[src/rtl/dl11_ctl.sv]
// DL11 serial line controller: bus registers, baud generation
// and request/acknowledge sequencing toward an external UART.
module dl11_ctl #(
    parameter int CLK_DIV = 13
) (
    input  logic        clk,
    input  logic        reset_n,
    input  logic [1:0]  bus_addr,
    input  logic        bus_rd,
    input  logic        bus_wr,
    input  logic [15:0] bus_wdata,
    output logic [15:0] bus_rdata,
    output logic        bus_ack,
    output logic        rxclk,
    output logic        txclk,
    output logic        ld_tx_req,
    input  logic        ld_tx_ack,
    output logic [7:0]  tx_data,
    output logic        tx_enable,
    input  logic        tx_empty,
    output logic        uld_rx_req,
    input  logic        uld_rx_ack,
    input  logic [7:0]  rx_data,
    output logic        rx_enable,
    input  logic        rx_empty,
    output logic        rx_int,
    output logic        tx_int
);

    localparam int CW = (CLK_DIV > 1) ? $clog2(CLK_DIV) : 1;
    localparam logic [CW-1:0] DIV_TC = CW'(CLK_DIV - 1);
    // Empty flags come out of reset as "empty" so RX stays idle.
    localparam logic [3:0] SYNC_RST = 4'b0011;

    typedef enum logic [1:0] {T_IDLE, T_REQ, T_REL, T_DRAIN} tx_state_t;
    typedef enum logic [1:0] {R_IDLE, R_REQ, R_REL} rx_state_t;

    tx_state_t   tx_state;
    rx_state_t   rx_state;
    logic [CW-1:0] div_cnt;
    logic [2:0]  tx_cnt;
    logic [3:0]  sync_a;
    logic [3:0]  sync_b;
    logic        ld_tx_ack_s;
    logic        uld_rx_ack_s;
    logic        tx_empty_s;
    logic        rx_empty_s;
    logic        rie;
    logic        rena;
    logic        tie;
    logic        tena;
    logic        ready;
    logic        done;
    logic [7:0]  rbuf;
    logic [15:0] rd_mux;
    logic        rd_rbuf;
    logic        wr_rcsr;
    logic        wr_xcsr;
    logic        wr_xbuf;
    logic        unused_wdata;

    assign ld_tx_ack_s  = sync_b[3];
    assign uld_rx_ack_s = sync_b[2];
    assign tx_empty_s   = sync_b[1];
    assign rx_empty_s   = sync_b[0];

    assign rd_rbuf = bus_rd && (bus_addr == 2'd1);
    assign wr_rcsr = bus_wr && (bus_addr == 2'd0);
    assign wr_xcsr = bus_wr && (bus_addr == 2'd2);
    assign wr_xbuf = bus_wr && (bus_addr == 2'd3) && ready;

    assign rx_enable = rena;
    assign tx_enable = tena;

    assign unused_wdata = ^{bus_wdata[15:8], bus_wdata[5:1]};

    // Baud generator: rxclk toggles at terminal count, txclk every 8th rxclk rise.
    always_ff @(posedge clk or negedge reset_n) begin
        if (!reset_n) begin
            div_cnt <= '0;
            rxclk   <= 1'b0;
            tx_cnt  <= 3'd0;
            txclk   <= 1'b0;
        end else if (div_cnt == DIV_TC) begin
            div_cnt <= '0;
            rxclk   <= ~rxclk;
            if (!rxclk) begin
                tx_cnt <= tx_cnt + 3'd1;
                if (tx_cnt == 3'd7) begin
                    txclk <= ~txclk;
                end
            end
        end else begin
            div_cnt <= div_cnt + CW'(1);
        end
    end

    // Two-flop synchronizers for the UART handshake and status inputs.
    always_ff @(posedge clk or negedge reset_n) begin
        if (!reset_n) begin
            sync_a <= SYNC_RST;
            sync_b <= SYNC_RST;
        end else begin
            sync_a <= {ld_tx_ack, uld_rx_ack, tx_empty, rx_empty};
            sync_b <= sync_a;
        end
    end

    // Register read multiplexer.
    always_comb begin
        rd_mux = '0;
        unique case (bus_addr)
            2'd0:    rd_mux = {8'b0, done, rie, 5'b0, rena};
            2'd1:    rd_mux = {8'b0, rbuf};
            2'd2:    rd_mux = {8'b0, ready, tie, 5'b0, tena};
            default: rd_mux = '0;
        endcase
    end

    // Bus response: one-cycle ack, data only alongside the ack.
    always_ff @(posedge clk or negedge reset_n) begin
        if (!reset_n) begin
            bus_ack   <= 1'b0;
            bus_rdata <= '0;
        end else begin
            bus_ack   <= bus_rd | bus_wr;
            bus_rdata <= bus_rd ? rd_mux : 16'h0000;
        end
    end

    // Writable control bits of RCSR and XCSR.
    always_ff @(posedge clk or negedge reset_n) begin
        if (!reset_n) begin
            rie  <= 1'b0;
            rena <= 1'b1;
            tie  <= 1'b0;
            tena <= 1'b1;
        end else begin
            if (wr_rcsr) begin
                rie  <= bus_wdata[6];
                rena <= bus_wdata[0];
            end
            if (wr_xcsr) begin
                tie  <= bus_wdata[6];
                tena <= bus_wdata[0];
            end
        end
    end

    // TX FSM: load handshake, then wait for the UART to drain.
    always_ff @(posedge clk or negedge reset_n) begin
        if (!reset_n) begin
            tx_state  <= T_IDLE;
            ld_tx_req <= 1'b0;
            tx_data   <= 8'h00;
            ready     <= 1'b1;
        end else begin
            unique case (tx_state)
                T_IDLE: begin
                    if (wr_xbuf) begin
                        tx_data   <= bus_wdata[7:0];
                        ready     <= 1'b0;
                        ld_tx_req <= 1'b1;
                        tx_state  <= T_REQ;
                    end
                end
                T_REQ: begin
                    if (ld_tx_ack_s) begin
                        ld_tx_req <= 1'b0;
                        tx_state  <= T_REL;
                    end
                end
                T_REL: begin
                    if (!ld_tx_ack_s) begin
                        tx_state <= T_DRAIN;
                    end
                end
                T_DRAIN: begin
                    if (tx_empty_s) begin
                        ready    <= 1'b1;
                        tx_state <= T_IDLE;
                    end
                end
                default: tx_state <= T_IDLE;
            endcase
        end
    end

    // RX FSM: unload one character when RBUF is free; capture beats read.
    always_ff @(posedge clk or negedge reset_n) begin
        if (!reset_n) begin
            rx_state   <= R_IDLE;
            uld_rx_req <= 1'b0;
            rbuf       <= 8'h00;
            done       <= 1'b0;
        end else begin
            if (rd_rbuf) begin
                done <= 1'b0;
            end
            unique case (rx_state)
                R_IDLE: begin
                    if (!rx_empty_s && !done) begin
                        uld_rx_req <= 1'b1;
                        rx_state   <= R_REQ;
                    end
                end
                R_REQ: begin
                    if (uld_rx_ack_s) begin
                        uld_rx_req <= 1'b0;
                        rx_state   <= R_REL;
                    end
                end
                R_REL: begin
                    if (!uld_rx_ack_s) begin
                        rbuf     <= rx_data;
                        done     <= 1'b1;
                        rx_state <= R_IDLE;
                    end
                end
                default: rx_state <= R_IDLE;
            endcase
        end
    end

    // Registered level interrupts.
    always_ff @(posedge clk or negedge reset_n) begin
        if (!reset_n) begin
            rx_int <= 1'b0;
            tx_int <= 1'b0;
        end else begin
            rx_int <= rie & done;
            tx_int <= tie & ready;
        end
    end

endmodule
[config.mk]
export PLATFORM = sky130hd
export DESIGN_NAME = dl11_ctl
export DESIGN_NICKNAME = d
export VERILOG_FILES = /design/src/rtl/dl11_ctl.sv
export SDC_FILE = /design/constraint.sdc
export NUM_CORES = 1
export LEC_CHECK = 0
export CAP_MARGIN = 20
export CORE_AREA = 4 4 92 68
export CTS_BUF_LIST = sky130_fd_sc_hd__clkbuf_2 sky130_fd_sc_hd__clkbuf_4 sky130_fd_sc_hd__clkbuf_8
export CTS_CLUSTER_DIAMETER = 150
export CTS_CLUSTER_SIZE = 8
export DETAILED_ROUTE_END_ITERATION = 8
export DIE_AREA = 0 0 96 72
export HOLD_SLACK_MARGIN = 0.02
export PLACE_DENSITY = 0.85
export REMOVE_ABC_BUFFERS = 1
export SLEW_MARGIN = 20
export SYNTH_ARGS = -nofsm -noshare
export SYNTH_HDL_FRONTEND = slang
export SYNTH_SLANG_ARGS = --single-unit
[constraint.sdc]
create_clock -name clk -period 1.6 [get_ports clk]
set_input_delay 0.32 -clock clk [delete_from_list [all_inputs] [get_ports clk]]
set_output_delay 0.32 -clock clk [all_outputs]
set_load 0.05 [all_outputs]
Word-level counts from Yosys, hierarchy flattened

Index checks and enable logic that the tools add are counted.

Register bits after elaboration: 64
Input bits: 34
Output and inout bits: 33
Word-level logic and storage cells: 94

Add/subtract/negate cells: 2
Equality and inequality tests: 17
Muxes and demuxes: 24
Bitwise logic cells: 6
Reduce and logical (&&, ||, !) cells: 23

Operators with widths:

| kind                  | count |
|---|---|
| $pmux W8 S3           | 1 |
| $mux W16              | 1 |
| $reduce_and A3 Y1     | 5 |
| $mux W2               | 7 |
| $ne A2 B2 Y1 const B  | 7 |
| $eq A2 B2 Y1 const B  | 5 |
| $mux W1               | 9 |
| $pmux W2 S4           | 1 |
| $eq A2 B1 Y1 const B  | 3 |
| $logic_and A1 B1 Y1   | 6 |
| $logic_not A2 Y1      | 3 |
| $pmux W1 S2           | 3 |
| $pmux W2 S3           | 1 |
| $reduce_and A2 Y1     | 3 |
| $reduce_bool A2 Y1    | 3 |
| $add A4 B1 Y4 const B | 1 |
| $eq A4 B4 Y1 const B  | 1 |
| $mux W4               | 1 |
| $reduce_and A4 Y1     | 1 |
| $add A3 B1 Y3 const B | 1 |
| $eq A3 B3 Y1 const B  | 1 |
| $not A1 Y1            | 3 |
| $and A1 B1 Y1         | 2 |
| $logic_not A1 Y1      | 2 |
| $or A1 B1 Y1          | 1 |

Depth between registers and ports, before layout

Gate-level depths: netlist of the first run.

Word-level depth: 5
Depth in mapped cells: 5
Depth with buffers taken out: 5

Least setup slack after synthesis of the first run

OpenSTA, ideal clock, no wires.

Path type: reg-to-reg
From: register tx_state[0]
To: register tx_state[1]
Library setup time: 128 ps
Arrival time: 1400 ps
Required time: 1472 ps
Slack: 72 ps
Stages on the path, launching flop included: 6
Buffers on the path: 0
Clock period less this slack: 1528 ps
Cells stage by stage: dfrtp_1 -> inv_1 -> ha_1 -> mux2_2 -> a211oi_2 -> mux2_1

Cells in the longest elaborated chain, start to end: 3
Elaborated cells on any way between the ends: 10
Classes of those cells: eq/ne: 7; mux: 1; reduce/logical: 2

Ends and longest elaborated chain:

| element                                    | line | RTL |
|---|---|---|
| start: declaration                         | 38   | `tx_state_t tx_state;` |
| start signal: assignment                   | 153  | `tx_state <= T_IDLE;` |
| start signal: assignment                   | 164  | `tx_state <= T_REQ;` |
| start signal: assignment                   | 170  | `tx_state <= T_REL;` |
| $eq A2 B2 Y1, or another cell as far along | 158  | `unique case (tx_state)` |
| $ne A2 B2 Y1 (no source line)              | n/a  |  |
| $reduce_and A4 Y1 (no source line)         | n/a  |  |

Parallel ways exist; a longest one is shown, timed or not.
A chain may end at the register's enable or synchronous reset.

Worst setup path after layout of the first run

Ends and elaborated chain as after synthesis.

==> results.txt, run 1 <==
The largest incremental delay on the critical path came out at 430 ps. The aggregate global-route resource usage is 13.2%. After clock tree synthesis, the clock-pin slew on the worst setup and hold paths is 100 ps. The total via count after detailed routing is 1414.

Final hold analysis gives a worst-case slack of 358 ps. Of all flip-flops after synthesis, the portion carrying an async set or reset was 100%. The library cells used most frequently in the layout, excluding fill and tap cells, are sky130_fd_sc_hd__dfrtp_1 (48), sky130_fd_sc_hd__buf_4 (28), sky130_fd_sc_hd__clkdlybuf4s50_1 (24), sky130_fd_sc_hd__mux2_2 (14), sky130_fd_sc_hd__and2_1 (10). The worst min-delay path class is reg2reg. STA classifies the critical path endpoint as a flip-flop. The multi-input logic area is 836 um^2. The fraction of the cycle the final worst path needs is 99.5%.

The critical path goes through inv_2, ha_2, mux2_4, a211oi_4, mux2_4. For this run, the top clock speed supported by timing is 628 MHz. For this configuration, the core starts out at a cell density of 41.7%. The count of nets left with antenna violations once routing finished came out at 0. The worst setup path is launched from a flip-flop. The DRC violations left came out at 0. The first-pass GRT wire length is 7.04 mm. Pin placement for this block handled 67 I/O pins. Among all flip-flop cells after synthesis, the most frequent one is sky130_fd_sc_hd__dfrtp_1. The clock drives 56 sinks.

The share of the yosys chip area belonging to registers came out at 61.5%. The analysis attributes to cell leakage a power of 1.42 nW. The number of max-cap violations is 0.

The core area came out at 5500 um^2. The congestion estimate from routability-driven global placement came to 0.696. The clock reaches the later pin of the worst-skew pair after 300 ps. Of the cells placed in the final design, the portion with a size suffix greater than 1 is 34.3%.

The final layout net count came out at 277. Setup violations remaining at the end of the flow were counted as 0. The final clock skew is 12.1 ps. For the worst setup path, the data required time is 1790 ps. The time the final worst path needs with I/O delays and setup came out at 1590 ps. The number of global-route vias before repair is 1516. The maximum VDD drop came out at 0.925 mV.

The library cell used most frequently in the layout, excluding fill and tap cells, is sky130_fd_sc_hd__dfrtp_1. The gate count of the mapped netlist came out at 168. The mean number of vias per cell is 4.55. The count of distinct cell types in the synthesized netlist is 36. The number of buffers inserted during clock tree synthesis is 5. Yosys mapped a number of flops with a built-in enable equal to 0. The number of levels in the clock H-tree is 2. The total length of routed wires came out at 4.17 mm. The post-route worst setup slack came out at 8.67 ps.

The post-synthesis instance area came out at 2290 um^2. The number of filler instances in the final layout is 442. Dividing the synthesized area by the synthesized cell count gives 13.6 um^2. Among the stages of the critical path, the cell type that occurs most often is sky130_fd_sc_hd__mux2_4. The total congestion overflow after global routing is 0.

The worst setup path is of the reg2reg kind. Along the worst path, the maximum fanout reaches 3. The Yosys step of the flow raised 0 warnings. After detailed routing, the average wire length per cell comes to 13.4 um. The final count of hold timing violations was 0. The CTS tree is done. The total half-perimeter wirelength after legalization and detailed placement is 3.14 mm. Setup repair after global routing could not meet its margin everywhere. Dividing total power by cell area gives a power density of 1560 nW/um^2. The synthesis-to-finish area growth is 35.7%.

The die footprint is 6910 um^2. The flow ran to the end, and the final reports show no timing, DRC or antenna violations. In this run, the number of DRC markers left after iteration 0 of detailed routing was 49. The number of antenna diodes in the final layout is 0. The floorplan step set the die width to 96 um. The worst-case clock buffer depth came out at 2. The buffer cell driving the clock tree root is sky130_fd_sc_hd__clkbuf_8. Entering global routing, the biggest net connects 46 pins. The endpoint arrival time on the critical path is 1780 ps. In this run the tool buffered the top-level ports with 50 buffer cells. The count of pins over their slew limit is 0. Summing all flip-flop and latch instances after layout gives 1410 um^2.

The overall power consumption came out at 4.87 mW. Timing analysis after detailed placement gives a worst setup slack of -213 ps. Synthesis inferred 56 register bits. The largest individual stage delay along the critical path comes from the cell sky130_fd_sc_hd__dfrtp_1. The number of antenna violations at the first check in global routing is 0.

The count of TritonRoute iterations in the first routing pass came out at 4. The standard-cell row count came out at 23. The floorplan step set the die height to 72 um.
-- routing by layer --
metal | GRT usage, % | share of wire (%) | wire length, um
met1 | 17.0 | 44 | 1820
met2 | 21.1 | 51 | 2110
met3 | 4.97 | 5.2 | 217
met4 | 3.31 | 0.53 | 22
met5 | 0 | 0 | 0
-- cells in the mapped netlist, types with 2 or more instances --
library cell               instances  area [um^2]
sky130_fd_sc_hd__xnor2_1           3         26.3
sky130_fd_sc_hd__nor2_1            6         22.5
sky130_fd_sc_hd__nand3b_1          3         22.5
sky130_fd_sc_hd__buf_4            10         75.1
sky130_fd_sc_hd__dfrtp_1          49         1230
sky130_fd_sc_hd__nand2_1           3         11.3
sky130_fd_sc_hd__dfstp_2           7          184
sky130_fd_sc_hd__a21oi_1           4         20.0
sky130_fd_sc_hd__mux2_2           15          169
sky130_fd_sc_hd__mux2i_1           3         30.0
sky130_fd_sc_hd__nor3_1            2         10.0
sky130_fd_sc_hd__and2_1           10         62.6
sky130_fd_sc_hd__o21ai_0           8         40.0
sky130_fd_sc_hd__inv_1             8         30.0
sky130_fd_sc_hd__mux2_1            9          101
sky130_fd_sc_hd__ha_1              8          100
-- worst paths after layout --
| path | start | end | slack, ps | cells after the start |
|---|---|---|---|---|
| setup / recovery | tx_state[0]$_DFFE_PN0P_ | tx_state[1]$_DFFE_PN0P_ | 9 | 5 |
| hold / removal | sync_a[2]$_DFF_PN0_ | sync_b[2]$_DFF_PN0_ | 360 | 0 |
| setup reg to reg | tx_state[0]$_DFFE_PN0P_ | tx_state[1]$_DFFE_PN0P_ | 9 | 5 |
| hold reg to reg | sync_a[2]$_DFF_PN0_ | sync_b[2]$_DFF_PN0_ | 360 | 0 |
| max in group asynchronous | reset_n | rx_enable$_DFFE_PN1P_ | 610 | 3 |
| min in group asynchronous | reset_n | sync_b[2]$_DFF_PN0_ | 410 | 2 |
-- worst max-delay path: cells and delay by family, from the launching register on --
family | cells | cell delay, ps
buf+inv | 1 | 60
fa+ha+maj | 1 | 190
flops | 1 | 430
mux | 2 | 600
compound gates | 1 | 210
-- cells by family (layout without fill, tap and decap cells) --
family | Yosys count | after routing | share of synthesized area (%)
XOR/XNOR | 4 | 4 | 1.53
flip-flops | 56 | 56 | 61.5
adder cells (fa/ha/maj) | 8 | 8 | 4.37
buffers and inverters | 18 | 79 | 4.59
multiplexers | 27 | 27 | 13.1
other | 1 | 8 | 0.164
AO/OA/AOI/OAI | 21 | 21 | 5.84
AND/OR/NAND/NOR | 33 | 33 | 8.90
-- where the power goes --
| group | internal (mW) | switching [mW] | leakage, nW |
|---|---|---|---|
| clock | 0.464 | 0.441 | 0.0541 |
| sequential | 1.78 | 0.257 | 0.668 |
| combinational | 0.876 | 1.05 | 0.700 |
-- area by class of cell --
class / count / area share, %
tap: 75 / 3.02
clock buffer: 5 / 2.21
multi-input combinational: 101 / 26.9
inverter: 8 / 0.965
timing repair buffer: 63 / 20.2
clock inverter: 3 / 1.37
sequential: 56 / 45.4
-- state kept, by name (all words and copies together) (netlist names) --
signal      count
bus_ack         1
bus_rdata       8
div_cnt         4
done            1
ld_tx_req       1
rbuf            8
ready           1
rie             1
rx_enable       1
rx_int          1
rx_state        2
rxclk           1
sync_a          4
sync_b          4
tie             1
tx_cnt          3
tx_data         8
tx_enable       1
tx_int          1
tx_state        2
txclk           1
uld_rx_req      1
-- what timing repair did --
action,in CTS,in global routing
gates cloned,0,0
gates resized for setup,7,7
buffers inserted,2,0
endpoints found under the hold margin,11,0
hold buffers,1,0
endpoints found under the setup margin,1,9
pin swaps,1,1
-- metrics by stage --
stage / cell area, um^2 / TNS, ps / utilization [%] / std cells
final: 3110 / 0 / 56.6 / 311
after global routing: 3110 / -36.5 / 56.6 / 311
after CTS: 3090 / -31.6 / 56.2 / 311
after detailed placement: 2930 / -2440 / 53.4 / 300
after global placement: 2930 / -2290 / 53.4 / 300
after floorplan: 2240 / 0 / - / 165
(Power assumes the default switching activity.)
==> run 2, diff against run 1 <==
--- a/config.mk
+++ b/config.mk
@@ -15,6 +15,7 @@
 export HOLD_SLACK_MARGIN = 0.02
 export PLACE_DENSITY = 0.85
 export REMOVE_ABC_BUFFERS = 1
+export SKIP_LAST_GASP = 1
 export SLEW_MARGIN = 20
 export SYNTH_ARGS = -nofsm -noshare
 export SYNTH_HDL_FRONTEND = slang
==> results of run 2 <==
Same layout as run 1: the final DEF is identical, and so are final timing and power.
